==> src/rtl/mips_pkg.sv <==
// Shared MIPS core definitions used by the fetch stage: opcodes, fetch states
// and the default reset vector.
package mips_pkg;

    localparam logic [5:0]  OPC_J            = 6'h02;
    localparam logic [31:0] DEFAULT_RESET_PC = 32'h0000_0000;

    typedef enum logic [0:0] {
        FETCH = 1'b0,
        WAIT  = 1'b1
    } fetch_state_e;

    function automatic logic is_jump(input logic [31:0] word);
        return (word[31:26] == OPC_J);
    endfunction

endpackage

==> src/rtl/instruction_fetch.sv <==
// MIPS IF stage: one outstanding word fetch, valid/ready output register to decode,
// redirect flush. Optional j predecode when FETCH_JUMP_PREDECODE_EN is defined.
module instruction_fetch
    import mips_pkg::*;
#(
    parameter int                ADDR_W   = 32,
    parameter logic [ADDR_W-1:0] RESET_PC = DEFAULT_RESET_PC
) (
    input  logic              clk,
    input  logic              rst_n,
    output logic              imem_req,
    output logic [ADDR_W-1:0] imem_addr,
    input  logic              imem_rvalid,
    input  logic [31:0]       imem_rdata,
    output logic              instr_valid,
    input  logic              instr_ready,
    output logic [31:0]       instruction,
    output logic [ADDR_W-1:0] pc_out,
    output logic [ADDR_W-1:0] pc_plus4,
    input  logic              redirect_valid,
    input  logic [ADDR_W-1:0] redirect_pc
);

    localparam logic [ADDR_W-1:0] PC_STEP = ADDR_W'(3'd4);

    fetch_state_e      state_r, state_n_s;
    logic [ADDR_W-1:0] pc_r, pc_n_s;
    logic              kill_r, kill_n_s;
    logic              valid_r, valid_n_s;
    logic [31:0]       instr_r, instr_n_s;
    logic [ADDR_W-1:0] pc_out_r, pc_out_n_s;
    logic [ADDR_W-1:0] pc_plus4_r, pc_plus4_n_s;
    logic              req_s;
    logic              load_s;
    logic              consume_s;
    logic [ADDR_W-1:0] pc_inc_s;
    logic [ADDR_W-1:0] redirect_aligned_s;
    logic              unused_redirect_lsb_s;
`ifdef FETCH_JUMP_PREDECODE_EN
    logic [ADDR_W-1:0] jump_target_s;
`endif

    assign pc_inc_s              = pc_r + PC_STEP;
    assign redirect_aligned_s    = {redirect_pc[ADDR_W-1:2], 2'b00};
    assign unused_redirect_lsb_s = ^redirect_pc[1:0];
`ifdef FETCH_JUMP_PREDECODE_EN
    assign jump_target_s = {pc_inc_s[ADDR_W-1:28], imem_rdata[25:0], 2'b00};
`endif

    // Request issue: only from FETCH, with the output slot free or draining this cycle.
    always_comb begin
        req_s = 1'b0;
        if (state_r == FETCH) begin
            req_s = !redirect_valid && (!valid_r || instr_ready);
        end else begin
            req_s = 1'b0;
        end
    end

    assign imem_req  = req_s && rst_n;
    assign imem_addr = pc_r;

    // Next-state, PC, kill flag and output-register update; redirect overrides everything.
    always_comb begin
        state_n_s    = state_r;
        pc_n_s       = pc_r;
        kill_n_s     = kill_r;
        valid_n_s    = valid_r;
        instr_n_s    = instr_r;
        pc_out_n_s   = pc_out_r;
        pc_plus4_n_s = pc_plus4_r;
        load_s       = 1'b0;
        consume_s    = valid_r && instr_ready;

        if (redirect_valid) begin
            pc_n_s    = redirect_aligned_s;
            valid_n_s = 1'b0;
            if ((state_r == WAIT) && !imem_rvalid) begin
                kill_n_s  = 1'b1;
                state_n_s = WAIT;
            end else begin
                // A response landing with the redirect is simply dropped.
                kill_n_s  = 1'b0;
                state_n_s = FETCH;
            end
        end else begin
            case (state_r)
                FETCH: begin
                    if (req_s) begin
                        state_n_s = WAIT;
                    end else begin
                        state_n_s = FETCH;
                    end
                end
                WAIT: begin
                    if (imem_rvalid) begin
                        state_n_s = FETCH;
                        if (kill_r) begin
                            kill_n_s = 1'b0;
                        end else begin
                            load_s       = 1'b1;
                            instr_n_s    = imem_rdata;
                            pc_out_n_s   = pc_r;
                            pc_plus4_n_s = pc_inc_s;
                            valid_n_s    = 1'b1;
`ifdef FETCH_JUMP_PREDECODE_EN
                            if (is_jump(imem_rdata)) begin
                                pc_n_s = jump_target_s;
                            end else begin
                                pc_n_s = pc_inc_s;
                            end
`else
                            pc_n_s = pc_inc_s;
`endif
                        end
                    end else begin
                        state_n_s = WAIT;
                    end
                end
                default: begin
                    state_n_s = FETCH;
                    kill_n_s  = 1'b0;
                end
            endcase

            if (consume_s && !load_s) begin
                valid_n_s = 1'b0;
            end else begin
                valid_n_s = valid_n_s;
            end
        end
    end

    // Fetch control registers: state, PC and kill flag.
    always_ff @(posedge clk or negedge rst_n) begin
        if (!rst_n) begin
            state_r <= FETCH;
            pc_r    <= RESET_PC;
            kill_r  <= 1'b0;
        end else begin
            state_r <= state_n_s;
            pc_r    <= pc_n_s;
            kill_r  <= kill_n_s;
        end
    end

    // Output register toward decode; payload holds while valid and not accepted.
    always_ff @(posedge clk or negedge rst_n) begin
        if (!rst_n) begin
            valid_r    <= 1'b0;
            instr_r    <= 32'h0000_0000;
            pc_out_r   <= {ADDR_W{1'b0}};
            pc_plus4_r <= {ADDR_W{1'b0}};
        end else begin
            valid_r    <= valid_n_s;
            instr_r    <= instr_n_s;
            pc_out_r   <= pc_out_n_s;
            pc_plus4_r <= pc_plus4_n_s;
        end
    end

    assign instr_valid = valid_r;
    assign instruction = instr_r;
    assign pc_out      = pc_out_r;
    assign pc_plus4    = pc_plus4_r;

endmodule

==> config.mk <==
export PLATFORM = sky130hd
export DESIGN_NAME = instruction_fetch
export DESIGN_NICKNAME = d
export VERILOG_FILES = /design/src/rtl/mips_pkg.sv /design/src/rtl/instruction_fetch.sv
export SDC_FILE = /design/constraint.sdc
export NUM_CORES = 1
export LEC_CHECK = 0
export CAP_MARGIN = 30
export CORE_MARGIN = 2
export CORE_UTILIZATION = 49
export CTS_CLUSTER_DIAMETER = 100
export DETAILED_ROUTE_END_ITERATION = 8
export PLACE_DENSITY_LB_ADDON = 0.15
export SYNTH_ARGS = -nofsm -noshare
export SYNTH_HDL_FRONTEND = slang
export SYNTH_SLANG_ARGS = --single-unit
==> constraint.sdc <==
create_clock -name clk -period 4.2 [get_ports clk]
set_input_delay 1.26 -clock clk [delete_from_list [all_inputs] [get_ports clk]]
set_output_delay 1.26 -clock clk [all_outputs]
set_load 0.05 [all_outputs]
* Yosys cells after proc, flatten, opt, wreduce, memory -nomap -nowiden
Index checks and enable logic that the tools add are counted.
Word-level totals: input port bits 69, output and inout bits 130, logic and storage cells 53, bits in registers 131
Cells by class: mux-type cells 22, bitwise operators 3, add/subtract/negate cells 1, eq/ne operators 2, reduce and logical (&&, ||, !) cells 18
Operator list (number):
- 2-to-1 mux 32 bit | 4
- adder 32 x 3 -> 32 bit (second input constant) | 1
- 2-to-1 mux 1 bit | 17
- AND reduction 3 bit | 2
- nonzero test 3 bit | 2
- logical AND 1 bit | 5
- zero test 1 bit | 4
- AND reduction 4 bit | 1
- nonzero test 2 bit | 2
- inequality test 3 x 2 -> 1 bit (second input constant) | 1
- inverter 1 bit | 3
- inequality test 2 bit (second input constant) | 1
- case mux 1 bit (2 select lines) | 1
- AND reduction 2 bit | 1
- logical OR 1 bit | 1

* Logic depth before layout (Yosys ltp)
Gate-level depths: netlist of the first run.
word-level depth 8, depth in mapped cells 8, mapped depth without buffers 6

* Worst setup path before layout of the first run
No wires, ideal clock.
kind input-to-output, from input port redirect_valid, to output port imem_req, data required time 2.940 ns, path buffers 1, slack 0.174 ns, arrival 2.766 ns, cell stages on the path 3, cell sequence clkbuf_1 -> nand2b_1 -> nor3b_1
Between the ends: longest elaborated chain between the ends 4
Ends and longest elaborated chain:
- start: declaration | line instruction_fetch.sv:20 | input logic redirect_valid,
- zero test 1 bit | line instruction_fetch.sv:54 | req_s = !redirect_valid && (!valid_r || instr_ready);
- logical AND 1 bit | line instruction_fetch.sv:54
- 2-to-1 mux 1 bit | line instruction_fetch.sv:53 | if (state_r == FETCH) begin
- logical AND 1 bit | line instruction_fetch.sv:60 | assign imem_req = req_s && rst_n;
- end: declaration | line instruction_fetch.sv:11 | output logic imem_req,
Every way passes these cells.

* Worst setup path in the final report of the first run
from input port instr_ready, to output port imem_req
Between the ends: longest elaborated chain between the ends 4
Ends and longest elaborated chain:
- start: declaration | line instruction_fetch.sv:16 | input logic instr_ready,
- logical OR 1 bit | line instruction_fetch.sv:54
- logical AND 1 bit | line instruction_fetch.sv:54
- 2-to-1 mux 1 bit | line instruction_fetch.sv:53
- logical AND 1 bit | line instruction_fetch.sv:60
Every way passes these cells.

==> flow_summary.yaml, run 1 <==
status:
  status: "complete, no violations"
clock_network:
  cts_sinks: 125
  cts_resized: 0
  cts_buffers: 17
  insertion_delay_ns: 0.41
  cts_max_level: 4
  post-cts-setup-buffer-count: 0
  hold_buffers: 0
  cts-root-buf: "clkbuf_16"
  clock_path_buffers: 2
  cts_tree: "built"
  clkTransAtPathRegs_ns: 0.05
global_routing:
  grt_pass1_wl_mm: 26.1
  grt_usage_pct: 26.2
  grt_antenna_before_repair: 0
  overflow: 0
  grt_max_degree: 66
  grt_pass1_vias: 5172
worst_setup_path:
  critPathKind: "primary input to output port"
  reg2reg_depth: 5
  startpoint_type: "primary input"
  rrSetupSlack_ns: 1.74
  required_ns: 2.94
  cp-end-kind: "output port"
  worstPathArrival_ns: 2.44
  worstPathMaxFanout: 2
hold_path:
  whs_path_depth: 2
  hold_path.class: "flip-flop to flip-flop"
sta:
  max_freq_mhz: 270
  finalSetupViolations: 0
  fin_crit_ns: 3.70
  rsz0062_at_grt: "no"
  slew_viol_final: 0
  relSlewSlack_pct: 39.9
  hold_viol: 0
  clock_skew_ns: 0.00696
  fin_setup_tns_ns: 0
  worstMarginPinSlew_ns: 0.893
  timing.final.ws_setup_ns: 0.501
  fin_crit_sh_pct: 88.1
die:
  die_h_um: 113
  ios: 199
  die-width_um: 113
  initial_core_util_pct: 50.4
  fp.dieArea_um2: 12700
  core_um2: 11500
  rows: 39
synthesis:
  ys_types: 42
  syn-cell-area_um2: 5780
  synth_area_per_cell_um2: 8.86
  async_flop_share_pct: 100
  netlist.top_cell.by_area: "dfrtp_1"
  yosysTopAreaCellShare_pct: 54.1
  yosysWarnings: 0
  synth_seq_cells: 125
  synth.yosys.seq_area_share_pct: 54.1
  synth_flop_cell: "dfrtp_1"
  synth_edf_count: 0
  syn_inst: 652
  synthTopCellsByArea: "dfrtp_1 54%, nand2_1 17%, xor2_1 4.4%"
detailed_routing:
  drcViolationCount: 0
  viasPerCell: 5.15
  drt_iter0_markers: 357
  dr.pass1.iters: 4
  wl_mm: 16.0
  antenna_left: 0
  wire_per_inst_um: 16.4
  vias: 5016
placed_design:
  dpl_cell_area_um2: 7740
  globalplace.congestion: 0.842
  place_worst_setup_slack_ns: 0.485
  portBuffers: 190
  dp_hpwl_mm: 11.2
finish:
  area_growth_pct: 42.9
  multi_input_area_um2: 2430
  mostFrequentLayoutCells: "261 x nand2_1, 187 x clkdlybuf4s50_1, 125 x dfrtp_1"
  finish.net_count: 890
  drive_above_1_share_pct: 5.90
  seqCellArea_um2: 3130
  mostFrequentLayoutCell: "nand2_1"
  final_area_um2: 8260
  n_antenna_cell: 0
  fillers: 869
job:
  drv_cap: 0
pwr:
  power_density_nw_per_um2: 631
  vdd.ir_drop.worst_mv: 0.458
  p_leak_uw: 0.00363
-- synthesized netlist by cell type, types with 2 or more instances --
cell type  count
o21ai_0       44
buf_2          9
xnor2_1       28
nand2_1      261
nor4_2         5
nand3_1       17
xor2_1        29
or2_2          2
o21ai_1       16
nor4_1         3
mux2i_1        3
clkbuf_1      37
nor2_1        11
nor3_1         9
clkbuf_2       2
a21oi_1        2
nand2b_1       2
and3_1         5
dfrtp_1      125
inv_1          2
buf_4          6
nand4_1       14
-- registers in the layout (all words and copies together) (netlist names) --
name,cells
state_r,1
pc_out,30
pc_plus4,30
kill_r,1
imem_addr,30
instruction,32
instr_valid,1
-- routing by layer --
| layer | wire [um] | GRT usage [%] |
|---|---|---|
| met4 | 173 | 8.78 |
| met5 | 0 | 0 |
| met3 | 1060 | 6.80 |
| met2 | 8220 | 43.8 |
| met1 | 6500 | 33.3 |
-- logic make-up after synthesis --
| logic type | count (synthesis) | share of synthesized area, % |
|---|---|---|
| DFF | 125 | 54.1 |
| AOI/OAI and AO/OA | 62 | 5.37 |
| and+or+nand+nor | 345 | 26.5 |
| xor gates and xnor gates | 57 | 8.64 |
| buffers and inverters | 57 | 4.33 |
| other | 1 | 0.0649 |
| adders and majority gates | 1 | 0.217 |
| muxes | 4 | 0.715 |
-- critical path: stages --
cell	delay (ns)
clkdlybuf4s50_1	0.45
nand2b_1	0.11
nand2b_1	0.08
nor3b_1	0.35
buf_12	0.19
-- per-stage QoR --
step | utilization [%] | power (uW) | hold WS [ns] | cells
floorplan | - | 3120 | 0.542 | 657
global placement | 67.5 | 3900 | 0.457 | 944
detailed placement | 67.5 | 3950 | 0.461 | 944
CTS | 72.0 | 5250 | 0.474 | 974
global route | 72.0 | 5430 | 0.499 | 974
finish | 72.0 | 5210 | 0.470 | 974
-- cell type report --
type	count	share of cell area [%]
flip-flops and latches	125	37.9
multi-input cells	475	29.4
repair buffers	199	24.2
clock buffers	29	6.18
well taps	143	2.17
inverters	2	0.0909
clock inverters	1	0.0606
-- report_power, final --
| group | switching (uW) | internal [uW] | total [uW] | leakage [uW] |
|---|---|---|---|---|
| Sequential | 218 | 1510 | 1730 | 0.00157 |
| Combinational | 1490 | 704 | 2190 | 0.00182 |
| Clock | 483 | 809 | 1290 | 0.000252 |
| Total | 2190 | 3020 | 5210 | 0.00363 |
-- path summary, 6_finish.rpt --
path	from	end
max	instr_ready	imem_req
min	instruction[23]	instruction[23]
max reg2reg	imem_addr[10]	imem_addr[27]
min reg2reg	instruction[23]	instruction[23]
max in group asynchronous	rst_n	imem_addr[20]
min in group asynchronous	rst_n	pc_plus4[25]
Power figures use the tool's default switching activity.
==> run 2, diff against run 1 <==
Settings changed: CORE_MARGIN 2 to not set.
==> run 2 against run 1 <==
  * Total power is 2.8% higher
  * Cell count is 0.21% higher
  * Sequential share of layout area is 0.34 points lower
  * Flip-flop and latch count stayed put
  * Non-clock buffer count is 1 lower
  * Worst setup slack worse by 0.059 ns
  * Fmax is 1.6% lower
  * Final area is 0.89% higher
  * Critical path depth stayed put
  * First-iteration DRC count is 13% higher
  * Critical path type unchanged
  * Critical endpoint unchanged
  * Largest power group unchanged
  * Highest routed layer unchanged
==> flow_summary.yaml, run 2 (synthesis results as in run 1) <==
status:
  status: "complete, no violations"
sta:
  rsz0062_at_grt: "no"
  fin_crit_sh_pct: 89.5
  fin_crit_ns: 3.76
  finalSetupViolations: 0
  fin_setup_tns_ns: 0
  clock_skew_ns: 0.00825
  relSlewSlack_pct: 47.7
  worstMarginPinSlew_ns: 0.778
  max_freq_mhz: 266
  slew_viol_final: 0
  hold_viol: 0
job:
  drv_cap: 0
clock_network:
  cts_max_level: 4
  clkTransAtPathRegs_ns: 0.05
  post-cts-setup-buffer-count: 0
  cts_sinks: 125
  hold_buffers: 0
  cts_resized: 0
  insertion_delay_ns: 0.41
  cts_buffers: 17
  cts-root-buf: "clkbuf_16"
  clock_path_buffers: 2
  cts_tree: "built"
finish:
  final_util_pct: 72.7
  mostFrequentLayoutCells: "261 x nand2_1, 187 x clkdlybuf4s50_1, 125 x dfrtp_1"
  mostFrequentLayoutCell: "nand2_1"
  drive_above_1_share_pct: 6.37
  fillers: 871
  stdcell_count: 976
  seqCellArea_um2: 3130
  multi_input_area_um2: 2430
  area_growth_pct: 44.2
  finish.net_count: 889
  largest_register_ffs: 32
worst_setup_path:
  rrSetupSlack_ns: 1.87
  crit_family: "buffers and inverters"
  crit_top_cell: "nand2b_1"
  critPathKind: "primary input to output port"
  critPathBufInv: 2
  required_ns: 2.94
  slowest_stage: "clkdlybuf4s50_1"
  startpoint_type: "primary input"
  cp-end-kind: "output port"
  worstPathMaxFanout: 2
  worstPathCellList: "clkdlybuf4s50_1 > nand2b_1 > nand2b_1 > nor3b_1 > buf_12"
  worstPathArrival_ns: 2.50
  slowest_delay_ns: 0.45
die:
  fp.dieArea_um2: 12200
  initial_core_util_pct: 50.4
  die_h_um: 111
  core_um2: 11500
  die-width_um: 111
  ios: 199
  rows: 39
global_routing:
  grt_usage_pct: 27.4
  grt_pass1_vias: 5256
  overflow: 0
  grt_max_degree: 126
  grt_pass1_wl_mm: 26.3
  grt_antenna_before_repair: 1
detailed_routing:
  viasPerCell: 5.30
  vias: 5176
  drt_iter0_markers: 403
  wl_mm: 15.8
  dr.pass1.iters: 6
  drcViolationCount: 0
  antenna_left: 0
  wire_per_inst_um: 16.2
pwr:
  power_density_nw_per_um2: 643
  vdd.ir_drop.worst_mv: 0.462
  p_total_uw: 5360
  p_leak_uw: 0.00367
placed_design:
  globalplace.congestion: 0.809
  portBuffers: 190
  placed_cells: 943
  dp_hpwl_mm: 10.7
hold_path:
  hold_path.class: "flip-flop to flip-flop"
-- run 2: metal layers --
layer	track usage (%)	part of all wire, %	up-vias
met1	34.4	40	2486
met3	6.92	7.0	39
met2	44.9	50	220
li1	-	-	2431
met5	0	0	-
met4	11.8	2.9	0
-- run 2: power breakdown --
group,leakage [uW],total [uW],switching [uW],internal [uW]
clock,0.000284,1440,506,933
sequential,0.00157,1730,220,1510
combinational,0.00182,2190,1490,705
-- run 2: worst min-delay path: stages (launching register included) --
cell and delay [ns]:
dfrtp_1 0.33, nand2_1 0.05, nand2_1 0.05
-- run 2: final timing paths --
| check | startpoint | end | cells past startpoint |
|---|---|---|---|
| worst max-delay path | instr_ready | imem_req | 5 |
| worst min-delay path | pc_out[23] | pc_out[23] | 2 |
| worst max register to register | imem_addr[10] | pc_plus4[27] | 5 |
| worst min register to register | pc_out[23] | pc_out[23] | 2 |
| max in group asynchronous | rst_n | imem_addr[8] | 2 |
| min in group asynchronous | rst_n | pc_plus4[25] | 2 |
-- run 2: area by class of cell --
type                    count  share of cell area, %
flip-flops and latches    125                   37.5
multi-input cells         475                   29.1
repair buffers            198                   24.1
clock buffers              26                   5.99
well taps                 143                   2.15
clock inverters             6                  0.991
inverters                   2                 0.0901
diodes                      1                 0.0300
-- run 2: metrics by stage --
step	hold slack (ns)	worst slack (ns)	instance area [um^2]
4_1_cts	0.475	0.434	8330
6_report	0.471	0.442	8330
2_1_floorplan	0.542	0.174	5800
5_1_grt	0.500	0.356	8330
3_5_place_dp	0.461	0.467	7750
3_3_place_gp	0.457	0.465	7750
==> run 3, diff against run 2 <==
Settings changed: REMOVE_ABC_BUFFERS set to 1.
==> run 3 against run 2 <==
  * Routed wire length shrank 3.5%
  * Total power shrank 1.3%
  * Register-to-register slack lost 0.03 ns
  * Clock power shrank 4%
  * Die area is the same
  * Critical path depth is the same
  * Fmax grew 0.49%
  * Flip-flop and latch count is the same
  * Clock-buffer cell count shrank 1
==> flow_summary.yaml, run 3 (synthesis results as in run 1) <==
status:
  status: "complete, no violations"
sta:
  hold_viol: 0
  rsz0062_at_grt: "no"
  finalSetupViolations: 0
  max_freq_mhz: 267
  timing.final.ws_setup_ns: 0.461
  fin_crit_ns: 3.74
  fin_setup_tns_ns: 0
  slew_viol_final: 0
  clock_skew_ns: 0.00887
  fin_crit_sh_pct: 89.0
  worstMarginPinSlew_ns: 0.746
  relSlewSlack_pct: 49.9
global_routing:
  grt_usage_pct: 26.1
  grt_max_degree: 126
  grt_pass1_wl_mm: 25.2
  grt_pass1_vias: 4963
  overflow: 0
  grt_antenna_before_repair: 0
finish:
  drive_above_1_share_pct: 6.39
  final_area_um2: 8300
  area_growth_pct: 43.6
  mostFrequentLayoutCell: "nand2_1"
  finish.net_count: 887
  final_util_pct: 72.4
  mostFrequentLayoutCells: "261 x nand2_1, 187 x clkdlybuf4s50_1, 125 x dfrtp_1"
  n_antenna_cell: 0
  largest_register_ffs: 32
clock_network:
  insertion_delay_ns: 0.42
  hold_buffers: 0
  cts_resized: 0
  clkTransAtPathRegs_ns: 0.05
  cts_sinks: 125
  post-cts-setup-buffer-count: 0
  clock_path_buffers: 2
  cts_buffers: 17
  cts_max_level: 4
  cts-root-buf: "clkbuf_16"
  cts_tree: "built"
worst_setup_path:
  critPathKind: "primary input to output port"
  startpoint_type: "primary input"
  cp-end-kind: "output port"
  slowest_stage: "clkdlybuf4s50_1"
  crit_top_cell: "nand2b_1"
  worstPathMaxFanout: 2
  worstPathCellList: "clkdlybuf4s50_1 > nand2b_1 > nand2b_1 > nor3b_1 > buf_12"
  required_ns: 2.94
  slowest_delay_ns: 0.46
  worstPathArrival_ns: 2.48
pwr:
  p_int_uw: 3100
  swShare_pct: 41.5
  p_leak_uw: 0.00366
  power_switching_uw: 2190
  power_density_nw_per_um2: 637
  seq_power_share_pct: 32.6
  p_total_uw: 5290
  vdd.ir_drop.worst_mv: 0.483
  clkPwrFrac_pct: 26.2
  pwr-share-comb_pct: 41.3
placed_design:
  portBuffers: 190
  globalplace.congestion: 0.782
  dp_hpwl_mm: 10.2
  place_worst_setup_slack_ns: 0.469
  dpl_cell_area_um2: 7730
hold_path:
  hold_path.class: "flip-flop to flip-flop"
detailed_routing:
  antenna_left: 0
  viasPerCell: 5.18
  drcViolationCount: 0
  drt_iter0_markers: 241
  dr.pass1.iters: 4
  wire_per_inst_um: 15.6
  wl_mm: 15.2
  vias: 5036
die:
  initial_core_util_pct: 50.4
  die_h_um: 111
  core_um2: 11500
  ios: 199
  rows: 39
  die-width_um: 111
  fp.dieArea_um2: 12200
job:
  drv_cap: 0
[run 3: changes by cell type in the layout (fill, tap and decap cells not counted)]
cell | before | now
clkinv_2 | 3 | 6
buf_4 | 5 | 3
clkbuf_8 | 4 | 5
clkbuf_1 | 5 | 3
bufinv_16 | 2 | 1
diode_2 | 1 | 0
clkinvlp_4 | 1 | 0
[run 3: path summary, 6_finish.rpt]
kind / end / startpoint / cells after the start / slack (ns)
max: imem_req / instr_ready / 5 / 0.46
min: instruction[20] / instruction[20] / 2 / 0.47
max reg2reg: imem_addr[30] / imem_addr[2] / 6 / 1.84
min reg2reg: instruction[20] / instruction[20] / 2 / 0.47
max in group asynchronous: pc_out[15] / rst_n / 2 / 2.69
min in group asynchronous: imem_addr[24] / rst_n / 2 / 0.95
[run 3: power by group through the flow]
stage / clock [uW] / sequential, uW / combinational (uW)
after detailed placement: 0 / 1740 / 2190
after global placement: 0 / 1720 / 2160
after CTS: 1410 / 1720 / 2200
final: 1380 / 1720 / 2180
after floorplan: 0 / 2780 / 310
after global routing: 1460 / 1760 / 2280
[run 3: per-layer routing]
| layer | share of wire, % | GRT usage [%] |
|---|---|---|
| met5 | 0 | 0 |
| met4 | 1.4 | 10.5 |
| met3 | 6.5 | 7.19 |
| met2 | 49 | 42.2 |
| met1 | 44 | 33.2 |
[run 3: worst max-delay path: cells and delay by family]
kind	cells	cell delay, ns
buffers and inverters	2	0.65
AND/OR/NAND/NOR	3	0.57
[run 3: final cells by class]
class                      count  area (um^2)
multi-input combinational    475         2430
clock buffer                  25          505
tap                          143          179
timing repair buffer         196         1990
clock inverter                 7         60.1
inverter                       2         7.51
fill                         897         3170
sequential                   125         3130
[run 3: metrics by stage]
| step | cells | hold WS (ns) |
|---|---|---|
| finish | 973 | 0.468 |
| floorplan | 602 | 0.536 |
| global placement | 941 | 0.456 |
| CTS | 973 | 0.474 |
| global route | 973 | 0.495 |
| detailed placement | 941 | 0.461 |
